===== src/rtl/paralelo_serialtx_pkg.sv =====
// Shared constants and state encoding for the byte-to-serial lane transmitter.
package paralelo_serialtx_pkg;

  localparam logic [7:0] COMMA_SYMBOL = 8'hBC;
  localparam int         COMMA_COUNT  = 4;

  typedef enum logic {
    ST_SYNC   = 1'b0,
    ST_ACTIVE = 1'b1
  } tx_state_e;

  // comma_cnt holds at 7 instead of wrapping back into the preamble range.
  function automatic logic [2:0] sat_inc3(input logic [2:0] v);
    return (v == 3'd7) ? v : v + 3'd1;
  endfunction

endpackage


===== src/rtl/paralelo_serialtx_if.sv =====
// Byte-side handshake between the upstream mux and the serial transmitter.
// A byte transfers on a rising edge where valid_in and ready_out are both high; ready_out never
// depends on valid_in, and the master must hold data_in/valid_in stable until that edge.
interface paralelo_serialtx_if;
  logic [7:0] data_in;
  logic       valid_in;
  logic       ready_out;

  modport master (output data_in, output valid_in, input  ready_out);
  modport slave  (input  data_in, input  valid_in, output ready_out);
endinterface


===== src/rtl/paralelo_serialtx_piso_shift8.sv =====
// 8-bit parallel-load, shift-left register; bit 7 is the serial output.
module piso_shift8 (
  input  logic       clk,
  input  logic       rst,
  input  logic       load,
  input  logic [7:0] din,
  output logic [7:0] q
);

  logic [7:0] shreg_q, shreg_d;

  always_comb begin
    shreg_d = load ? din : {shreg_q[6:0], 1'b0};
  end

  always_ff @(posedge clk or posedge rst) begin
    if (rst) shreg_q <= 8'h00;
    else     shreg_q <= shreg_d;
  end

  assign q = shreg_q;

endmodule


===== src/rtl/paralelo_serialtx.sv =====
// Lane transmitter: sends a comma preamble, then one byte per 8 bit-clocks MSB first,
// filling empty slots with commas so the receiver keeps sync.
module paralelo_serialtx
  import paralelo_serialtx_pkg::*;
(
  input  logic                clk_32f,
  input  logic                reset,
  paralelo_serialtx_if.slave  byte_if,
  output logic                data_out,
  output logic                active_out,
  output logic                comma_collision,
  output tx_state_e           state_dbg
);

  tx_state_e  state_q, state_d;
  logic [2:0] bit_cnt_q, bit_cnt_d;
  logic [2:0] comma_cnt_q, comma_cnt_d;
  logic       active_q, active_d;
  logic       coll_q, coll_d;
  logic       load;
  logic       accept;
  logic [7:0] frame;
  logic [7:0] shreg;

  always_comb begin
    load        = (bit_cnt_q == 3'd7);
    bit_cnt_d   = bit_cnt_q + 3'd1;
    state_d     = state_q;
    comma_cnt_d = comma_cnt_q;
    active_d    = active_q;
    coll_d      = 1'b0;
    accept      = 1'b0;
    frame       = COMMA_SYMBOL;

    case (state_q)
      ST_SYNC: begin
        if (load) begin
          comma_cnt_d = sat_inc3(comma_cnt_q);
          if (comma_cnt_q == 3'(COMMA_COUNT - 1)) begin
            state_d  = ST_ACTIVE;
            active_d = 1'b1;
          end
        end
      end
      ST_ACTIVE: begin
        accept = load && byte_if.valid_in;
        if (accept) frame = byte_if.data_in;
        // A data byte that looks like a comma is still sent; only flag it.
        coll_d = accept && (byte_if.data_in == COMMA_SYMBOL);
      end
      default: state_d = ST_SYNC;
    endcase
  end

  always_ff @(posedge clk_32f or posedge reset) begin
    if (reset) begin
      state_q     <= ST_SYNC;
      bit_cnt_q   <= 3'd7;
      comma_cnt_q <= 3'd0;
      active_q    <= 1'b0;
      coll_q      <= 1'b0;
    end else begin
      state_q     <= state_d;
      bit_cnt_q   <= bit_cnt_d;
      comma_cnt_q <= comma_cnt_d;
      active_q    <= active_d;
      coll_q      <= coll_d;
    end
  end

  piso_shift8 u_piso (
    .clk  (clk_32f),
    .rst  (reset),
    .load (load),
    .din  (frame),
    .q    (shreg)
  );

  assign byte_if.ready_out = (state_q == ST_ACTIVE) && load && !reset;
  assign data_out          = shreg[7];
  assign active_out        = active_q;
  assign comma_collision   = coll_q;
  assign state_dbg         = state_q;

endmodule


===== src/flat_wrapper.sv =====
// flat-port wrapper written by rule: the top's interface ports become plain ports
module paralelo_serialtx_flat import paralelo_serialtx_pkg::*;
  (clk_32f, reset, data_out, active_out, comma_collision, state_dbg, byte_if_data_in, byte_if_valid_in, byte_if_ready_out);
  paralelo_serialtx_if byte_if_i ();
  input  logic clk_32f;
  input  logic reset;
  output logic data_out;
  output logic active_out;
  output logic comma_collision;
  output tx_state_e state_dbg;
  input wire logic [$bits(byte_if_i.data_in)-1:0] byte_if_data_in;
  input wire logic [$bits(byte_if_i.valid_in)-1:0] byte_if_valid_in;
  output wire logic [$bits(byte_if_i.ready_out)-1:0] byte_if_ready_out;
  assign byte_if_i.data_in = byte_if_data_in;
  assign byte_if_i.valid_in = byte_if_valid_in;
  assign byte_if_ready_out = byte_if_i.ready_out;
  paralelo_serialtx u_core (.clk_32f(clk_32f), .reset(reset), .byte_if(byte_if_i), .data_out(data_out), .active_out(active_out), .comma_collision(comma_collision), .state_dbg(state_dbg));
endmodule

===== config.mk =====
export PLATFORM = sky130hd
export DESIGN_NAME = paralelo_serialtx_flat
export DESIGN_NICKNAME = d
export VERILOG_FILES = /design/src/rtl/paralelo_serialtx_pkg.sv /design/src/rtl/paralelo_serialtx_if.sv /design/src/rtl/paralelo_serialtx_piso_shift8.sv /design/src/rtl/paralelo_serialtx.sv /design/src/flat_wrapper.sv
export SDC_FILE = /design/constraint.sdc
export NUM_CORES = 1
export LEC_CHECK = 0
export CORE_UTILIZATION = 30
export DETAILED_ROUTE_END_ITERATION = 16
export GPL_TIMING_DRIVEN = 1
export SYNTH_ARGS = -nofsm -noshare
export SYNTH_HDL_FRONTEND = slang
export SYNTH_SLANG_ARGS = --single-unit
export TNS_END_PERCENT = 5

===== constraint.sdc =====
create_clock -name clk_32f -period 2.1 [get_ports clk_32f]
set_clock_uncertainty 0.2 [all_clocks]
set_input_delay 0.63 -clock clk_32f [delete_from_list [all_inputs] [get_ports clk_32f]]
set_output_delay 0.63 -clock clk_32f [all_outputs]
set_load 0.03 [all_outputs]

==> After elaboration in Yosys (flattened, before gate mapping) <==
Cells that the tools add are included.
{ "classes": {"add_sub_neg": 2, "eq_ne": 4, "n_mux": 7, "bitwise": 2, "reduce_logical": 7} }
{ "op_table": {"columns": ["cell", "count"], "rows": [
  ["2-to-1 mux 8 bit", 3],
  ["== test 8 bit (second input constant)", 1],
  ["adder 3 x 1 -> 3 bit (second input constant)", 2],
  ["== test 3 bit (second input constant)", 2],
  ["AND reduction 3 bit", 2],
  ["logical AND 1 bit", 4],
  ["2-to-1 mux 1 bit", 4],
  ["== test 3 x 2 -> 1 bit (second input constant)", 1],
  ["inverter 1 bit", 2],
  ["logical NOT 1 bit", 1]
]} }
{ "word_totals": {"reg_bits": 17, "inputBits": 11, "elab_cells": 28} }

==> Depth between registers and ports, before layout <==
Gate-level depths: netlist of run 1.
{ "logic_depth": {"depth_word": 5, "ltp_mapped": 5} }

==> By module <==
A second synthesis of run 1 with hierarchy kept.
{ "unflattened": {"cells_unflattened": 57, "area_unflattened_um2": 814.5} }
{ "by_module_without_submodules": {"columns": ["module", "instances", "cells_each", "area_each_um2"], "rows": [
  ["paralelo_serialtx", 1, 39, 486.7],
  ["piso_shift8", 1, 18, 327.8]
]} }

==> Worst setup path before layout of run 1 <==
OpenSTA, ideal clock, no wires.
{ "synth_timing": {"kind": "in2out", "start": "input port reset", "end": "output port byte_if_ready_out", "arrival_ps": 1412, "required_time_ps": 1270, "slack_ps": -142, "path_stages": 2, "path_buffers": 0, "path_cell_list": "inv_1 > and3_1"} }
{ "synth_between": {"elab_chain_len": 2} }
{ "synth_rtl": {"columns": ["item", "line", "text"], "rows": [
  ["start: declaration", "flat_wrapper.sv:6", "input logic reset;"],
  ["logical NOT 1 bit (no line)", null, null],
  ["logical AND 1 bit", "paralelo_serialtx.sv:79", "assign byte_if.ready_out = (state_q == ST_ACTIVE) && load && !reset;"],
  ["end: declaration", "flat_wrapper.sv:13", "output wire logic [$bits(byte_if_i.ready_out)-1:0] byte_if_ready_out;"]
]} }
No other way between the ends.

==> Worst setup path after layout of run 1 <==
{ "layout_timing": {"start": "register u_core.bit_cnt_q[0]", "end": "output port byte_if_ready_out"} }
{ "layout_between": {"elab_chain_len": 3} }
{ "layout_rtl": {"columns": ["item", "line", "text"], "rows": [
  ["start: declaration", "paralelo_serialtx.sv:16", "logic [2:0] bit_cnt_q, bit_cnt_d;"],
  ["start signal: assignment", "paralelo_serialtx.sv:64", "bit_cnt_q <= bit_cnt_d;"],
  ["== test 3 bit", "paralelo_serialtx.sv:26", "load = (bit_cnt_q == 3'd7);"],
  ["logical AND 1 bit (2 in a row)", "paralelo_serialtx.sv:79", null]
]} }
No other way between the ends.

==> results of run 1 <==
## logic make-up (layout without fill, tap and decap cells)
logic type / after synthesis / after routing / synth area share
multiplexers: 2 / 2 / 0.0309
AO/OA/AOI/OAI: 8 / 8 / 0.102
adder cells (fa/ha/maj): 5 / 5 / 0.0909
AND/OR/NAND/NOR: 10 / 10 / 0.111
XOR/XNOR: 1 / 1 / 0.0127
buffers and inverters: 5 / 28 / 0.0291
flip-flops: 17 / 17 / 0.624
## power breakdown
group | internal (mW) | switching, mW
Clock | 0.0706 | 0.0980
Sequential | 0.334 | 0.00183
Combinational | 0.0243 | 0.0166
Total | 0.429 | 0.116
## worst paths after layout
kind                                      from               endpoint  slack (ps)  cells after the start
min                        u_core.bit_cnt_q[0]    u_core.bit_cnt_q[0]         270                      1
min reg2reg                u_core.bit_cnt_q[0]    u_core.bit_cnt_q[0]         270                      1
max in group asynchronous                reset    u_core.bit_cnt_q[1]        1120                      3
max                        u_core.bit_cnt_q[0]      byte_if_ready_out        -130                      4
min in group asynchronous                reset  u_core.comma_cnt_q[1]         320                      3
max reg2reg                u_core.bit_cnt_q[0]  u_core.comma_cnt_q[1]         180                      6
## layout make-up
cell class | count | area [um^2]
clock buffers | 3 | 22.5
clock inverters | 1 | 5.00
flip-flops and latches | 17 | 429
repair buffers | 20 | 183
multi-input cells | 26 | 269
fillers | 181 | 1100
well taps | 27 | 33.8
inverters | 4 | 18.8
## flip-flops by register name, summed over array words and instances, names as in the netlist
name,cells
u_core.active_out,1
u_core.state_dbg,1
u_core.comma_cnt_q,3
u_core.bit_cnt_q,3
u_core.u_piso.q,8
u_core.comma_collision,1
## layout by cell type, fill, tap and decap left out
cell / Yosys / routed
sky130_fd_sc_hd__clkbuf_4: 0 / 3
sky130_fd_sc_hd__ha_1: 5 / 3
sky130_fd_sc_hd__and3_1: 2 / 1
sky130_fd_sc_hd__nand2b_1: 1 / 1
sky130_fd_sc_hd__a22o_2: 1 / 1
sky130_fd_sc_hd__nand2_1: 1 / 1
sky130_fd_sc_hd__and2_1: 1 / 1
sky130_fd_sc_hd__o22a_1: 5 / 5
sky130_fd_sc_hd__mux2_1: 1 / 1
sky130_fd_sc_hd__clkinv_2: 0 / 1
sky130_fd_sc_hd__dfrtp_1: 14 / 14
sky130_fd_sc_hd__mux2i_1: 1 / 1
sky130_fd_sc_hd__or4b_4: 1 / 1
sky130_fd_sc_hd__buf_4: 0 / 5
sky130_fd_sc_hd__nor3_2: 1 / 1
sky130_fd_sc_hd__o21bai_1: 1 / 1
sky130_fd_sc_hd__clkdlybuf4s50_1: 0 / 9
sky130_fd_sc_hd__and3_4: 0 / 1
sky130_fd_sc_hd__buf_6: 0 / 1
sky130_fd_sc_hd__nand3_1: 1 / 1
sky130_fd_sc_hd__clkinvlp_4: 0 / 1
sky130_fd_sc_hd__inv_1: 4 / 3
sky130_fd_sc_hd__nor3b_2: 1 / 1
sky130_fd_sc_hd__ha_4: 0 / 2
sky130_fd_sc_hd__a22o_1: 1 / 1
sky130_fd_sc_hd__dlygate4sd2_1: 0 / 5
sky130_fd_sc_hd__nand4_1: 1 / 1
sky130_fd_sc_hd__dfstp_2: 3 / 3
sky130_fd_sc_hd__xor2_1: 1 / 1
## repair_timing
item                                    4_1_cts  5_1_grt
hold buffers                                  0        0
gates resized for setup                      13        4
endpoints found under the setup margin        5        1
pin swaps                                     0        2
setup buffers                                 0        1
hold endpoints to repair                      0        0
## routing by layer
metal | track usage | wire [um]
met5 | 0 | 0
met2 | 0.191 | 598
met4 | 0.0571 | 0
met3 | 0.0340 | 73
met1 | 0.130 | 578
## metrics by stage
step / cell area (um^2) / hold WS, ps / util / power [mW] / instances
after CTS: 928 / 254 / 0.450 / 0.558 / 97
final: 961 / 267 / 0.466 / 0.545 / 98
after detailed placement: 902 / 231 / 0.438 / 0.385 / 93
after floorplan: 693 / 218 / - / 0.356 / 48
after global routing: 961 / 287 / 0.466 / 0.575 / 98
after global placement: 902 / 225 / 0.438 / 0.385 / 93
==> summary.md, run 1 <==
| Metric | Value |
|---|---|
| Detailed-router iteration count before antenna repair | `6` |
| DR vias | `456` |
| Delay of the slowest cell on the worst path | `560 ps` |
| Number of buffers and inverters on the critical path | `1` |
| Ratio of final minimum period to clock period | `1.06` |
| Top post-synthesis cells by area | `sky130_fd_sc_hd__dfrtp_1 (51%), sky130_fd_sc_hd__dfstp_2 (11%), sky130_fd_sc_hd__ha_1 (9.1%), sky130_fd_sc_hd__o22a_1 (6.4%), sky130_fd_sc_hd__inv_1 (2.2%)` |
| Synth area leader | `sky130_fd_sc_hd__dfrtp_1` |
| Count of different cell masters after synthesis | `21` |
| Nets@finish | `88` |
| Via density per instance | `4.65` |
| Maximum number of pins on one net before global-route repair | `18` |
| Remaining global-route overflow | `0` |
| Clock tree from TritonCTS | `done` |
| Most numerous cell types in the synthesized netlist | `sky130_fd_sc_hd__dfrtp_1 (14), sky130_fd_sc_hd__ha_1 (5), sky130_fd_sc_hd__o22a_1 (5)` |
| CTS sink count | `17` |
| Initial Utilization | `0.334` |
| Final setup fails | `1` |
| Sequential element share of the synthesized area | `0.624` |
| Pwr Density | `568 nW/um^2` |
| Cell with the most instances after synthesis | `sky130_fd_sc_hd__dfrtp_1` |
| Family with the most delay on the worst path | `flip-flops` |
| Total I/O pin count | `16` |
| Syn avg cell area | `14.3 um^2` |
| Core region area | `2060 um^2` |
| Worst path setup slack after routing | `-135 ps` |
| Via count of the first global-routing pass | `487` |
| Die Footprint | `2490 um^2` |
| CTS Root Cell | `sky130_fd_sc_hd__clkbuf_4` |
| Type of element launching the critical path | `register` |
| Final critical-path required period | `2230 ps` |
| Final HPWL DP | `878 um` |
| Required arrival time at the worst endpoint | `1270 ps` |
| Unrepaired setup endpoints after global routing | `yes` |
| Fraction of final layout cells with drive strength greater than 1 | `0.296` |
| Seq cells post-synth | `17` |
| Netlist area before placement | `688 um^2` |
| Leakage component of the power | `0.423 nW` |
| Max frequency | `448 MHz` |
| Final number of max-transition violations | `0` |
| Placer congestion estimate | `0.678` |
| Mean routed wirelength per cell | `12.7 um` |
| Worst slew margin relative to its limit | `0.800` |
| Reg clk slew, reported paths | `90 ps` |
| Remaining antenna violation count | `0` |
| Crit-path cells | `ha_4, ha_4, and3_4, buf_6` |
| Final TNS setup | `-135 ps` |
| Yosys top cell area share | `0.509` |
| Maximum vdd ir drop | `276 uV` |
| Port buffer count | `15` |
| Syn nets | `64` |
| Synthesized instance count | `48` |
| Height of the die | `49.9 um` |
| Number of synthesis warnings | `0` |
| DRT iter0 DRCs | `3` |
| Number of max-cap violations | `0` |
| Global-route wire length before repair | `2.06 mm` |
| Worst EP arrival | `1400 ps` |
| Antenna diodes | `0` |
| Actual slew at the worst max-slew pin | `301 ps` |
| Worst setup path category | `register to output port` |
| Routed wire length | `1.25 mm` |
| Endpoints failing hold | `0` |
| Violations in the final reports | `negative setup slack` |
| Floorplan die width | `49.9 um` |
| H-tree lvl count | `1` |
| Setup WS pre-CTS | `-767 ps` |
| Outcome | `finished, violations left` |
| Slowest CP cell | `sky130_fd_sc_hd__dfstp_2` |
| Remaining DRCs | `0` |
| Worst Setup End Kind | `output port` |
| Clock latency reported for the late side of the worst-skew pair | `280 ps` |
| Commonest register cell after synthesis | `sky130_fd_sc_hd__dfrtp_1` |
| Total CTS buffers | `3` |
| Total routing usage reported by global routing | `0.114` |
| Row count | `16` |
| Initial antenna violation count | `0` |
| Type of the worst min-delay path | `register to register` |
| Async SR Flop Fraction | `1.00` |
| Count of flip-flops with a built-in enable after synthesis | `0` |
| Critical path fanouts, max | `2` |
| Buffer levels on the longest clock path | `2` |
| Synth-to-Final Area Change | `39.6%` |
| CP dominant cell by count | `sky130_fd_sc_hd__ha_4` |
Power figures use the tool's default switching activity.
==> run 2, diff against run 1 <==
--- a/config.mk
+++ b/config.mk
@@ -7,7 +7,9 @@
 export LEC_CHECK = 0
 export CORE_UTILIZATION = 30
 export DETAILED_ROUTE_END_ITERATION = 16
+export GPL_ROUTABILITY_DRIVEN = 0
 export GPL_TIMING_DRIVEN = 1
+export HOLD_SLACK_MARGIN = 0.1
 export SYNTH_ARGS = -nofsm -noshare
 export SYNTH_HDL_FRONTEND = slang
 export SYNTH_SLANG_ARGS = --single-unit
==> results of run 2 <==
The final DEF is identical to that of run 1; final timing and power are the same.
==> run 3, diff against run 2 <==
--- a/config.mk
+++ b/config.mk
@@ -5,6 +5,7 @@
 export SDC_FILE = /design/constraint.sdc
 export NUM_CORES = 1
 export LEC_CHECK = 0
+export ABC_AREA = 1
 export CORE_UTILIZATION = 30
 export DETAILED_ROUTE_END_ITERATION = 16
 export GPL_ROUTABILITY_DRIVEN = 0
==> summary.md, run 3 <==
| Metric | Value |
|---|---|
| Total number of cells along the worst setup path | `5` |
| Depth of the most critical reg-to-reg path | `8` |
| Syn nets | `90` |
| Number of synthesis warnings | `0` |
| Cell with the most instances after synthesis | `sky130_fd_sc_hd__nor2_1` |
| Total CTS buffers | `3` |
| Netlist area before placement | `711 um^2` |
| Final HPWL DP | `924 um` |
| Clock tree from TritonCTS | `done` |
| Outcome | `finished, violations left` |
| Syn avg cell area | `9.60 um^2` |
| Slowest CP cell | `sky130_fd_sc_hd__dfstp_2` |
| Antenna diodes | `0` |
| Final critical-path required period | `2240 ps` |
| Unrepaired setup endpoints after global routing | `yes` |
| Ratio of final minimum period to clock period | `1.07` |
| Critical path fanouts, max | `2` |
| Hold_buf cts | `0` |
| Most numerous cell types in the synthesized netlist | `sky130_fd_sc_hd__nor2_1 (20), sky130_fd_sc_hd__nand2_1 (15), sky130_fd_sc_hd__dfrtp_1 (14)` |
| Seq. cell area | `429 um^2` |
| CTS Root Cell | `sky130_fd_sc_hd__clkbuf_4` |
| CP dominant cell by count | `sky130_fd_sc_hd__ha_4` |
| Crit-path cells | `ha_4, ha_4, inv_4, nor3_4, buf_6` |
| Final TNS setup | `-137 ps` |
| Max frequency | `447 MHz` |
| Filler Cells Inserted | `241` |
| Count of flip-flops with a built-in enable after synthesis | `0` |
| Maximum vdd ir drop | `318 uV` |
| Worst Setup End Kind | `output port` |
| Maximum number of pins on one net before global-route repair | `13` |
| Via count of the first global-routing pass | `498` |
| Number of max-cap violations | `0` |
| Worst setup path category | `register to output port` |
| Via density per instance | `4.19` |
| Synthesized instance count | `74` |
| Core region area | `2210 um^2` |
| Remaining antenna violation count | `0` |
| Initial Utilization | `0.321` |
| Total routing usage reported by global routing | `0.110` |
| Remaining global-route overflow | `0` |
| Delay of the slowest cell on the worst path | `560 ps` |
| Commonest register cell after synthesis | `sky130_fd_sc_hd__dfrtp_1` |
| Detailed-router iteration count before antenna repair | `3` |
| Reg clk slew, reported paths | `90 ps` |
| Total I/O pin count | `16` |
| Worst path setup slack after routing | `-137 ps` |
| Routed wire length | `1.21 mm` |
| Violations in the final reports | `negative setup slack` |
| Number of cells in the finished layout apart from fillers | `126` |
| Port buffer count | `15` |
| Number of buffers and inverters on the critical path | `2` |
| Final number of max-transition violations | `0` |
| Height of the die | `50.7 um` |
| Final setup fails | `1` |
| Number of instances in the placed design | `119` |
| Area of combinational cells with multiple inputs | `280 um^2` |
| Global-route wire length before repair | `2.01 mm` |
| Yosys top cell area share | `0.493` |
| Setup WS pre-CTS | `-167 ps` |
| Buffer levels on the longest clock path | `2` |
| Most used cells in the layout excluding fill and tap cells | `sky130_fd_sc_hd__nor2_1 (20), sky130_fd_sc_hd__nand2_1 (15), sky130_fd_sc_hd__dfrtp_1 (14)` |
| Type of element launching the critical path | `register` |
| CTS sink count | `17` |
| DRT iter0 DRCs | `9` |
| Clock latency reported for the late side of the worst-skew pair | `280 ps` |
| Required arrival time at the worst endpoint | `1270 ps` |
| Pwr Density | `546 nW/um^2` |
| Nets@finish | `115` |
| Remaining DRCs | `0` |
| Die Footprint | `2570 um^2` |
| Commonest non-fill, non-tap cell in the layout | `sky130_fd_sc_hd__nor2_1` |
| Family with the most delay on the worst path | `flip-flops` |
| Mean routed wirelength per cell | `9.61 um` |
| DR vias | `528` |
| Row count | `17` |
| Count of different cell masters after synthesis | `14` |
| Synth area leader | `sky130_fd_sc_hd__dfrtp_1` |
| Worst EP arrival | `1410 ps` |
| Synth-to-Final Area Change | `39.8%` |
| Worst slew margin relative to its limit | `0.800` |
| Initial antenna violation count | `0` |
| Endpoints failing hold | `0` |
| Fraction of final layout cells with drive strength greater than 1 | `0.184` |
| Seq cells post-synth | `17` |
| Actual slew at the worst max-slew pin | `302 ps` |
| Leakage component of the power | `0.490 nW` |
| Type of the worst min-delay path | `input pin to asynchronous set/reset pin` |
| Sequential element share of the synthesized area | `0.604` |
| Top post-synthesis cells by area | `sky130_fd_sc_hd__dfrtp_1 (49%), sky130_fd_sc_hd__dfstp_2 (11%), sky130_fd_sc_hd__nor2_1 (11%), sky130_fd_sc_hd__ha_1 (8.8%), sky130_fd_sc_hd__nand2_1 (7.9%)` |
| H-tree lvl count | `1` |
| Async SR Flop Fraction | `1.00` |
| Floorplan die width | `50.7 um` |
| Power consumption | `0.543 mW` |
| Max FFs per register | `8` |
| Flop-to-flop setup slack | `230 ps` |
[run 3: cell count changes in the layout (fill, tap and decap cells not counted), moves of 2 or more]
cell,change
sky130_fd_sc_hd__o21ai_0,+2
sky130_fd_sc_hd__o22a_1,-5
sky130_fd_sc_hd__nor2_1,+20
sky130_fd_sc_hd__nand2_1,+14
sky130_fd_sc_hd__inv_1,+4
[run 3: worst reg2reg max path, stage by stage, from the launching register on]
cell and delay, ps:
sky130_fd_sc_hd__dfstp_2 560, sky130_fd_sc_hd__ha_4 130, sky130_fd_sc_hd__ha_4 140, sky130_fd_sc_hd__buf_4 100, sky130_fd_sc_hd__buf_4 90, sky130_fd_sc_hd__buf_4 160, sky130_fd_sc_hd__nand3_2 180, sky130_fd_sc_hd__nor2_1 160
sky130_fd_sc_hd__nor2_1 50
[run 3: cells by family (layout without fill, tap and decap cells)]
group	count (synthesis)	count (layout)	synth area share
buffers and inverters	9	33	0.0528
adder cells (fa/ha/maj)	5	5	0.0880
flip-flops	17	17	0.604
AND/OR/NAND/NOR	39	39	0.224
AO/OA/AOI/OAI	4	4	0.0317
[run 3: final cells by class]
type,count,share of cell area
Clock buffer,4,0.0264
Sequential cell,17,0.432
Inverter,8,0.0327
Multi-Input combinational cell,48,0.282
Tap cell,28,0.0353
Timing Repair Buffer,21,0.191
[run 3: metrics by stage]
step                instance area [um^2]  hold slack (ps)   util
floorplan                            753              230      -
global placement                     947              244  0.428
detailed placement                   947              249  0.428
CTS                                  986              226  0.446
global route                         993              242  0.449
finish                               993              233  0.449
[run 3: worst paths after layout]
check,to,from
setup / recovery,byte_if_ready_out,u_core.bit_cnt_q[0]
hold / removal,u_core.active_out,reset
setup reg to reg,u_core.u_piso.q[5],u_core.bit_cnt_q[0]
hold reg to reg,u_core.bit_cnt_q[0],u_core.bit_cnt_q[0]
max in group asynchronous,u_core.bit_cnt_q[0],reset
min in group clk_32f,u_core.bit_cnt_q[0],u_core.bit_cnt_q[0]
[run 3: report_power, final]
part | internal [mW] | switching (mW)
clock network | 0.0736 | 0.0928
registers | 0.334 | 0.00168
logic | 0.0218 | 0.0186
[run 3: what timing repair did]
action / 4_1_cts / 5_1_grt
endpoints found under the hold margin: 0 / 0
setup buffers: 2 / 1
pin swaps: 3 / 2
endpoints found under the setup margin: 5 / 1
gates resized for setup: 6 / 0
[run 3: routing by layer]
layer / global-route usage / vias to the layer above / share of wire
li1: - / 274 / -
met1: 0.143 / 242 / 0.49
met2: 0.162 / 12 / 0.47
met3: 0.0364 / 0 / 0.042
met4: 0.0556 / 0 / 0
met5: 0 / - / 0
